`config.mk`:
```
export PLATFORM = sky130hd
export DESIGN_NAME = relu_trunc_pipe_flat
export DESIGN_NICKNAME = d
export VERILOG_FILES = /design/src/rtl/relu_pkg.sv /design/src/rtl/relu_trunc_pipe_if.sv /design/src/rtl/relu_lane.sv /design/src/rtl/relu_trunc_pipe.sv /design/src/flat_wrapper.sv
export SDC_FILE = /design/constraint.sdc
export NUM_CORES = 1
export LEC_CHECK = 0
export CORE_ASPECT_RATIO = 1.4
export CORE_UTILIZATION = 45
export CTS_BUF_LIST = sky130_fd_sc_hd__clkbuf_4 sky130_fd_sc_hd__clkbuf_8 sky130_fd_sc_hd__clkbuf_16
export DETAILED_ROUTE_END_ITERATION = 8
export PLACE_DENSITY = 0.77
export SETUP_SLACK_MARGIN = 0.05
export SLEW_MARGIN = 10
export SYNTH_ARGS = -nofsm -noshare
export SYNTH_HDL_FRONTEND = slang
export SYNTH_SLANG_ARGS = --single-unit
```
`constraint.sdc`:
```
create_clock -name clock -period 6.03 [get_ports clock]
set_input_delay 1.206 -clock clock [delete_from_list [all_inputs] [get_ports clock]]
set_output_delay 1.206 -clock clock [all_outputs]
set_load 0.1 [all_outputs]
```
`src/rtl/relu_pkg.sv`:
```
// Shared definitions for the activation pipeline: mode encodings and fixed-point helpers.
// Latency: none (pure functions and types).
// Backpressure: not applicable.
package relu_pkg;

  typedef enum logic [1:0] {
    MODE_BYPASS = 2'd0,
    MODE_RELU   = 2'd1,
    MODE_LEAKY  = 2'd2,
    MODE_CLIP   = 2'd3
  } relu_mode_e;

  // Helpers work on a wide signed scratch type; callers sign-extend into it.
  localparam int CALC_W = 65;
  typedef logic signed [CALC_W-1:0] calc_t;

  typedef struct packed {
    logic  ovf;
    calc_t val;
  } sat_res_t;

  // Half-up rounding (toward +inf) followed by arithmetic right shift.
  function automatic calc_t round_shift(input calc_t x, input int unsigned sh);
    calc_t half;
    calc_t res;
    if (sh == 0) begin
      res = x;
    end else begin
      half = calc_t'(1) <<< (sh - 1);
      res  = (x + half) >>> sh;
    end
    return res;
  endfunction

  // Clamp x to a signed range of the given width; ovf flags any change.
  function automatic sat_res_t saturate(input calc_t x, input int unsigned width);
    calc_t    hi;
    calc_t    lo;
    sat_res_t r;
    hi    = (calc_t'(1) <<< (width - 1)) - calc_t'(1);
    lo    = -(calc_t'(1) <<< (width - 1));
    r.ovf = 1'b0;
    r.val = x;
    if (x > hi) begin
      r.ovf = 1'b1;
      r.val = hi;
    end else if (x < lo) begin
      r.ovf = 1'b1;
      r.val = lo;
    end
    return r;
  endfunction

endpackage

```
`src/rtl/relu_trunc_pipe_if.sv`:
```
// Beat stream into and out of the activation pipeline, with the per-lane saturation flags.
// Latency: none (wires only).
// Backpressure: valid/ready on both the input and output sides.
interface relu_trunc_pipe_if #(
  parameter int ACCUM_DATA_WIDTH = 44,
  parameter int DATA_WIDTH       = 16,
  parameter int NUM_CH           = 4
);
  logic                               in_valid;
  logic                               in_ready;
  logic [NUM_CH*ACCUM_DATA_WIDTH-1:0] in_data;
  logic [1:0]                         mode;
  logic                               out_valid;
  logic                               out_ready;
  logic [NUM_CH*DATA_WIDTH-1:0]       out_data;
  logic [NUM_CH-1:0]                  sat_flag;

  modport master (
    output in_valid, in_data, mode, out_ready,
    input  in_ready, out_valid, out_data, sat_flag
  );

  modport slave (
    input  in_valid, in_data, mode, out_ready,
    output in_ready, out_valid, out_data, sat_flag
  );
endinterface

```
`src/rtl/relu_lane.sv`:
```
// One lane of combinational datapath: round/shift half feeds stage 1, saturate/activate half feeds stage 2.
// Latency: 0 (purely combinational; the top owns all registers).
// Backpressure: none; the top holds its inputs stable when stalled.
module relu_lane
  import relu_pkg::*;
#(
  parameter int                    ACCUM_DATA_WIDTH = 44,
  parameter int                    DATA_WIDTH       = 16,
  parameter int                    FRAC_SHIFT       = 12,
  parameter int                    LEAKY_SHIFT      = 3,
  parameter logic [DATA_WIDTH-1:0] CLIP_MAX         = 16'h6000
) (
  input  logic signed [ACCUM_DATA_WIDTH-1:0] acc,
  output logic signed [ACCUM_DATA_WIDTH:0]   rnd,
  input  logic signed [ACCUM_DATA_WIDTH:0]   rnd_q,
  input  relu_mode_e                         mode,
  output logic signed [DATA_WIDTH-1:0]       y,
  output logic                               sat
);

  calc_t                         rs_full;
  sat_res_t                      sr;
  logic signed [DATA_WIDTH-1:0]  s;
  logic                          lane_unused;

  always_comb begin
    rs_full = round_shift(calc_t'(acc), FRAC_SHIFT);
    rnd     = rs_full[ACCUM_DATA_WIDTH:0];
  end

  always_comb begin
    sr  = saturate(calc_t'(rnd_q), DATA_WIDTH);
    s   = sr.val[DATA_WIDTH-1:0];
    sat = sr.ovf;
    y   = s;
    case (mode)
      MODE_RELU:  if (s < 0) y = '0;
      MODE_LEAKY: if (s < 0) y = s >>> LEAKY_SHIFT;
      MODE_CLIP: begin
        if (s < 0)                        y = '0;
        else if (s > $signed(CLIP_MAX))   y = $signed(CLIP_MAX);
      end
      default: ;
    endcase
  end

  // Upper scratch bits are pure sign extension once the clamp/shift has run.
  assign lane_unused = ^{rs_full[CALC_W-1:ACCUM_DATA_WIDTH+1], sr.val[CALC_W-1:DATA_WIDTH]};

endmodule

```
`src/rtl/relu_trunc_pipe.sv`:
```
// Multi-lane round/shift, saturate and activation stage with saturation statistics.
// Latency: 2 cycles from accepted beat to out_valid, 1 beat/cycle throughput.
// Backpressure: single global advance; in_ready drops whenever the output is held.
module relu_trunc_pipe
  import relu_pkg::*;
#(
  parameter int                    ACCUM_DATA_WIDTH = 44,
  parameter int                    DATA_WIDTH       = 16,
  parameter int                    NUM_CH           = 4,
  parameter int                    FRAC_SHIFT       = 12,
  parameter int                    LEAKY_SHIFT      = 3,
  parameter logic [DATA_WIDTH-1:0] CLIP_MAX         = 16'h6000,
  parameter int                    SAT_CNT_WIDTH    = 16
) (
  input  logic                     clock,
  input  logic                     reset,
  relu_trunc_pipe_if.slave         bus,
  input  logic                     sat_clear,
  output logic [SAT_CNT_WIDTH-1:0] sat_count
);

  localparam int LW = ACCUM_DATA_WIDTH + 1;
  localparam int CW = SAT_CNT_WIDTH + 1;

  logic                         adv;
  logic                         s1_vld;
  relu_mode_e                   s1_mode;
  logic signed [LW-1:0]         s1_rnd [NUM_CH];
  logic signed [LW-1:0]         rnd_c  [NUM_CH];
  logic [NUM_CH*DATA_WIDTH-1:0] y_c;
  logic [NUM_CH-1:0]            sat_c;
  logic                         out_vld_q;
  logic [NUM_CH*DATA_WIDTH-1:0] out_dat_q;
  logic [NUM_CH-1:0]            sat_q;
  logic [SAT_CNT_WIDTH-1:0]     cnt_q;
  logic [CW-1:0]                pop;
  logic [CW-1:0]                cnt_sum;

  assign adv           = !out_vld_q || bus.out_ready;
  assign bus.in_ready  = adv;
  assign bus.out_valid = out_vld_q;
  assign bus.out_data  = out_dat_q;
  assign bus.sat_flag  = sat_q;
  assign sat_count     = cnt_q;

  for (genvar g = 0; g < NUM_CH; g++) begin : g_lane
    relu_lane #(
      .ACCUM_DATA_WIDTH(ACCUM_DATA_WIDTH),
      .DATA_WIDTH      (DATA_WIDTH),
      .FRAC_SHIFT      (FRAC_SHIFT),
      .LEAKY_SHIFT     (LEAKY_SHIFT),
      .CLIP_MAX        (CLIP_MAX)
    ) u_lane (
      .acc  (bus.in_data[g*ACCUM_DATA_WIDTH +: ACCUM_DATA_WIDTH]),
      .rnd  (rnd_c[g]),
      .rnd_q(s1_rnd[g]),
      .mode (s1_mode),
      .y    (y_c[g*DATA_WIDTH +: DATA_WIDTH]),
      .sat  (sat_c[g])
    );
  end

  // Data registers only load under a valid beat so the held output never shows bubbles.
  always_ff @(posedge clock) begin
    if (reset) begin
      s1_vld    <= 1'b0;
      s1_mode   <= MODE_BYPASS;
      for (int i = 0; i < NUM_CH; i++) s1_rnd[i] <= '0;
      out_vld_q <= 1'b0;
      out_dat_q <= '0;
      sat_q     <= '0;
    end else if (adv) begin
      s1_vld    <= bus.in_valid;
      out_vld_q <= s1_vld;
      if (bus.in_valid) begin
        s1_mode <= relu_mode_e'(bus.mode);
        for (int i = 0; i < NUM_CH; i++) s1_rnd[i] <= rnd_c[i];
      end
      if (s1_vld) begin
        out_dat_q <= y_c;
        sat_q     <= sat_c;
      end
    end
  end

  always_comb begin
    pop = '0;
    for (int i = 0; i < NUM_CH; i++) pop = pop + CW'(sat_q[i]);
    cnt_sum = {1'b0, cnt_q} + pop;
  end

  always_ff @(posedge clock) begin
    if (reset || sat_clear) begin
      cnt_q <= '0;
    end else if (out_vld_q && bus.out_ready) begin
      cnt_q <= cnt_sum[SAT_CNT_WIDTH] ? '1 : cnt_sum[SAT_CNT_WIDTH-1:0];
    end
  end

endmodule

```
`src/flat_wrapper.sv`:
```
// flat-port wrapper written by rule: the top's interface ports become plain ports
module relu_trunc_pipe_flat import relu_pkg::*;
#(
  parameter int                    ACCUM_DATA_WIDTH = 44,
  parameter int                    DATA_WIDTH       = 16,
  parameter int                    NUM_CH           = 4,
  parameter int                    FRAC_SHIFT       = 12,
  parameter int                    LEAKY_SHIFT      = 3,
  parameter logic [DATA_WIDTH-1:0] CLIP_MAX         = 16'h6000,
  parameter int                    SAT_CNT_WIDTH    = 16
)
  (clock, reset, sat_clear, sat_count, bus_in_valid, bus_in_data, bus_mode, bus_out_ready, bus_in_ready, bus_out_valid, bus_out_data, bus_sat_flag);
  relu_trunc_pipe_if #(.ACCUM_DATA_WIDTH(ACCUM_DATA_WIDTH), .DATA_WIDTH(DATA_WIDTH), .NUM_CH(NUM_CH)) bus_i ();
  input  logic clock;
  input  logic reset;
  input  logic sat_clear;
  output logic [SAT_CNT_WIDTH-1:0] sat_count;
  input wire logic [$bits(bus_i.in_valid)-1:0] bus_in_valid;
  input wire logic [$bits(bus_i.in_data)-1:0] bus_in_data;
  input wire logic [$bits(bus_i.mode)-1:0] bus_mode;
  input wire logic [$bits(bus_i.out_ready)-1:0] bus_out_ready;
  output wire logic [$bits(bus_i.in_ready)-1:0] bus_in_ready;
  output wire logic [$bits(bus_i.out_valid)-1:0] bus_out_valid;
  output wire logic [$bits(bus_i.out_data)-1:0] bus_out_data;
  output wire logic [$bits(bus_i.sat_flag)-1:0] bus_sat_flag;
  assign bus_i.in_valid = bus_in_valid;
  assign bus_i.in_data = bus_in_data;
  assign bus_i.mode = bus_mode;
  assign bus_i.out_ready = bus_out_ready;
  assign bus_in_ready = bus_i.in_ready;
  assign bus_out_valid = bus_i.out_valid;
  assign bus_out_data = bus_i.out_data;
  assign bus_sat_flag = bus_i.sat_flag;
  relu_trunc_pipe #(.ACCUM_DATA_WIDTH(ACCUM_DATA_WIDTH), .DATA_WIDTH(DATA_WIDTH), .NUM_CH(NUM_CH), .FRAC_SHIFT(FRAC_SHIFT), .LEAKY_SHIFT(LEAKY_SHIFT), .CLIP_MAX(CLIP_MAX), .SAT_CNT_WIDTH(SAT_CNT_WIDTH)) u_core (.clock(clock), .reset(reset), .bus(bus_i), .sat_clear(sat_clear), .sat_count(sat_count));
endmodule
```
==> Word-level counts from Yosys, hierarchy flattened <==
Memories as Yosys holds them, arrays and structs flattened.
Cells that the tools add are included.
{ "classes": {"n_addsub": 8, "n_mul": 0, "div_mod_pow": 0, "order_cmp": 16, "eq_ne": 3, "shift": 0, "mux": 39, "bitwise": 4, "reduce_logical": 6} }
{ "ops": {"columns": ["operator", "count"], "rows": [
  ["66-bit two-way mux", 8],
  ["16-bit two-way mux", 13],
  ["16-bit case mux with 3 select lines", 4],
  ["44-bit by 13-bit adder with 45-bit output, second input constant", 4],
  ["45-bit by 16-bit greater-than comparator with 1-bit output, second input constant", 4],
  ["45-bit by 16-bit < comparator with 1-bit output, second input constant", 4],
  ["45-bit two-way mux", 4],
  ["16-bit greater-than comparator, second input constant", 4],
  ["16-bit by 1-bit < comparator with 1-bit output, second input constant", 4],
  ["15-bit two-way mux", 4],
  ["17-bit by 1-bit adder with 17-bit output", 2],
  ["16-bit by 17-bit adder with 17-bit output", 1],
  ["1-bit two-way mux", 6],
  ["2-bit equality test, second input constant", 2],
  ["1-bit bitwise OR", 4],
  ["2-bit AND reduction", 2],
  ["1-bit by 1-bit adder with 2-bit output", 1],
  ["2-bit by 1-bit equality test with 1-bit output, second input constant", 1],
  ["1-bit logical OR", 2],
  ["1-bit logical AND", 1],
  ["1-bit zero test", 1]
]} }
{ "word_totals": {"register_bits": 88, "latch_bits": 0, "ram_bits": 180, "rom_bits": 0, "out_inout_bits": 86, "wordCells": 83, "mem_count": 1} }
{ "memory_table": {"columns": ["memory", "words", "width", "rd", "rd_ports_with_merged_regs", "write_ports", "line", "text"], "rows": [
  ["u_core.s1_rnd", 4, 45, 4, 0, 4, "relu_trunc_pipe.sv:28", "logic signed [LW-1:0] s1_rnd [NUM_CH];"]
]} }

==> Depth between registers and ports, before layout <==
An unclocked memory read counts as a cell.
{ "depth": {"ltp_word": 8, "ltp_mapped": 14, "depth_no_buf": 13} }

==> Hierarchy <==
From an unflattened synthesis, not the netlist that was laid out.
{ "unflattened": {"cells_unflattened": 1675, "hier_area_um2": 16027.9} }
{ "by_module_without_submodules": {"columns": ["module", "instances", "cells_per_inst", "area_per_inst_um2"], "rows": [
  ["relu_trunc_pipe", 1, 803, 10012.1],
  ["relu_lane", 4, 218, 1503.9]
]} }

==> Least setup slack after synthesis <==
Ideal clock, no wire load.
{ "synth_path": {"path_kind": "input-to-reg", "start": "in bus_out_ready", "end": "mem u_core.s1_rnd[0][0] in the netlist's numbering (enable)", "setup_ns": 0.514, "t_arrival_ns": 5.661, "t_required_ns": 5.516, "path_slack_ns": -0.145, "cell_stages": 4, "path_buffers": 1, "path_cell_list": "nand2b_1 -> clkbuf_1 -> nand2_1 -> nand2b_1"} }
{ "synth_lines": {"columns": ["item", "line", "text"], "rows": [
  ["start, declared", "flat_wrapper.sv:21", "input wire logic [$bits(bus_i.out_ready)-1:0] bus_out_ready;"],
  ["end, declared", "relu_trunc_pipe.sv:28", null]
]} }

==> Worst setup path after layout <==
{ "layout_path": {"start": "in bus_out_ready", "end": "out bus_in_ready"} }
{ "layout_between": {"elab_chain_len": 1} }
{ "layout_lines": {"columns": ["item", "line", "text"], "rows": [
  ["1-bit logical OR", "relu_trunc_pipe.sv:39", "assign adv = !out_vld_q || bus.out_ready;"],
  ["end, declared", "flat_wrapper.sv:22", "output wire logic [$bits(bus_i.in_ready)-1:0] bus_in_ready;"]
]} }
No other way between the ends.

==> results.sh <==
export IMPL_final_period_utilization=0.718
export IMPL_finalHoldViolCount=0
export IMPL_power_density_mw_per_mm2=251
export IMPL_async_flop_share=0
export IMPL_grt_pass1_vias=11100
export IMPL_cts_setup_buffers=0
export IMPL_rsz0062_at_grt="false"
export IMPL_vias_per_cell=5.73
export IMPL_start_util=0.458
export IMPL_ys_seq_elements=220
export IMPL_synth_compound_area_share=0.155
export IMPL_synthAdderAreaFrac=0.0120
export IMPL_critPathMaxFanout=8
export IMPL_avgSynthCellArea_um2=8.77
export IMPL_cts_buffers=21
export IMPL_leakage_nw=5.41
export IMPL_cts_tree="built"
export IMPL_drtIter0Drc=589
export IMPL_synth_top_area_cell="edfxtp_1"
export IMPL_drv_slew=0
export IMPL_dieArea_mm2=0.0288
export IMPL_worstPathArrival_ns=3.12
export IMPL_hold_path_class="reg2reg"
export IMPL_track_usage=0.231
export IMPL_core_area_mm2=0.0277
export IMPL_critical_path_class="in2out"
export IMPL_end_kind="output port"
export IMPL_min_from="u_core.bus.out_data[15]"
export IMPL_ir_drop_v=0.000185
export IMPL_synth_ff_type="edfxtp_1"
export IMPL_startpoint_type="input port"
export IMPL_outcome="complete, no violations"
export IMPL_synth_simple_area_share=0.264
export IMPL_hpwl_mm=24.7
export IMPL_synth_cells=1444
export IMPL_max_slew_margin=0.281
export IMPL_placementRows=72
export IMPL_yosysWarningCount=0
export IMPL_port_buffers=224
export IMPL_cp_startpoint="bus_out_ready"
export IMPL_vias=11500
export IMPL_syn_to_final_growth_pct=25.2
export IMPL_clock_latency_ns=0.50
export IMPL_yosysUniqueCellTypes=67
export IMPL_netlist_top_cells_area="edfxtp_1 31%, dfxtp_1 14%, nor2_1 6.9%"
export IMPL_cts_buffer_depth=3
export IMPL_ctsHoldBuffers=0
export IMPL_clk_pin_slew_ns=0.06
export IMPL_synth_top_family_by_area="simple AND/OR/NAND/NOR gates"
export IMPL_htree_levels=1
export IMPL_synth_xor_area_frac=0.0747
export IMPL_setup_tns_ns=0
export IMPL_cp_required_ns=4.82
export IMPL_post_route_cell_area_mm2=0.0159
export IMPL_ant_nets=0
export IMPL_die_y_um=201
export IMPL_final_nets=1822
export IMPL_die_x_um=144
export IMPL_seq_area_frac_synth=0.452
export IMPL_antenna_found_initial=1
export IMPL_tightest_slew_ns=1.07
export IMPL_final_layout_size_suffix_gt1_frac=0.0445
export IMPL_setup_viol=0
export IMPL_place_congestion=0.903
export IMPL_pin_count=269
export IMPL_clock_skew_final_ns=0.0191
export IMPL_drc_errors=0
export IMPL_r2r_start="u_core.bus.sat_flag[1]"
export IMPL_yosysTopAreaCellShare=0.313
export IMPL_synthesis_area_mm2=0.0127
export IMPL_cap_violations=0
export IMPL_wl_per_cell_um=16.5
export IMPL_grt_overflow_total=0
export IMPL_synth_edf_count=132
export IMPL_grt_pass1_wl_mm=53.5
export IMPL_diodes=0
export IMPL_dr_pass1_iters=5
export IMPL_cts_root_buf="clkbuf_16"
export IMPL_dpl_cell_area_mm2=0.0152
export IMPL_fmax_mhz=231
export IMPL_numClockSinks=220
export IMPL_period_minus_slack_ns=4.33
export IMPL_muxShareOfSynthArea=0.00484
export IMPL_grt_max_degree=83
export IMPL_syn_nets=1638
export IMPL_routed_wl_mm=33.1
export IMPL_cts_resized=0
## per-layer routing
| metal | global-route usage | wire (um) |
|---|---|---|
| met1 | 0.251 | 12800 |
| met2 | 0.430 | 17200 |
| met3 | 0.0363 | 1750 |
| met4 | 0.110 | 1370 |
| met5 | 0 | 0 |
## stage by stage
stage                      util  total power [mW]  cells  hold slack, ns  worst slack (ns)
after floorplan               -              2.41   1444           0.448              1.31
after global placement    0.549              2.71   1975           0.436              1.71
after detailed placement  0.549              2.73   1975           0.442              1.71
after CTS                 0.574              4.00   2012           0.451              1.70
after global routing      0.574              4.13   2012           0.469              1.64
final                     0.574              3.97   2012           0.451              1.70
## report_power, final
group	leakage (nW)	switching, mW	internal, mW	total (mW)
combinational	2.91	0.586	0.291	0.876
sequential	2.17	0.103	1.72	1.82
clock	0.332	0.554	0.725	1.28
total	5.41	1.24	2.73	3.97
## logic make-up after synthesis
kind of cell / count (synthesis)
and+or+nand+nor: 698
AOI/OAI and AO/OA: 276
DFF: 220
buffers and inverters: 125
xor gates and xnor gates: 108
adders and majority gates: 11
muxes: 6
## path summary, 6_finish.rpt
path | to | slack (ns) | cells after the start
setup / recovery | bus_in_ready | 1.70 | 3
hold / removal | u_core.bus.out_data[15] | 0.45 | 2
setup reg to reg | u_core.sat_count[14] | 2.85 | 13
hold reg to reg | u_core.bus.out_data[15] | 0.45 | 2
## synthesized netlist by cell type, drive strengths merged (15+ instances only)
| cell type | n |
|---|---|
| a21oi | 68 |
| or4 | 15 |
| clkbuf | 68 |
| and3 | 20 |
| nand4 | 48 |
| nor2 | 233 |
| o21ai | 59 |
| nor3 | 40 |
| nor4 | 28 |
| edfxtp | 132 |
| xor2 | 56 |
| xnor2 | 52 |
| nand3 | 61 |
| inv | 50 |
| a221o | 32 |
| or3 | 30 |
| dfxtp | 88 |
| a311oi | 38 |
| nand2 | 162 |
## cell usage in the layout (no fill, tap or decap), types with 20 or more instances in the layout
cell type,count
nand2_1,162
a221o_1,32
o21ai_0,58
and3_1,20
dfxtp_1,88
clkbuf_16,21
nand4_1,48
nand3_1,61
a311oi_1,38
xnor2_1,52
or3_1,30
nor4_1,28
inv_1,50
edfxtp_1,132
clkdlybuf4s50_1,223
nor3_1,40
nor2_1,232
xor2_1,56
a21oi_1,67
## registers in the layout (all words and copies together) (netlist names)
signal and flops:
u_core.s1_rnd 132, u_core.bus.out_data 64, u_core.sat_count 16, u_core.bus.sat_flag 4
u_core.s1_mode 2, u_core.bus.out_valid 1, u_core.s1_vld 1
## worst max-delay path: stages
cell and delay, ns:
clkdlybuf4s50_1 0.49, nand2b_1 0.25, clkdlybuf4s50_1 1.18
## layout make-up
| cell class | instances | area [um^2] |
|---|---|---|
| Clock buffer | 26 | 576 |
| Clock inverter | 11 | 91.3 |
| Fill cell | 2477 | 11800 |
| Inverter | 50 | 188 |
| Multi-Input combinational cell | 1099 | 6480 |
| Sequential cell | 220 | 5730 |
| Tap cell | 370 | 463 |
| Timing Repair Buffer | 236 | 2340 |
Note: power is estimated with default switching activity, not from simulation.
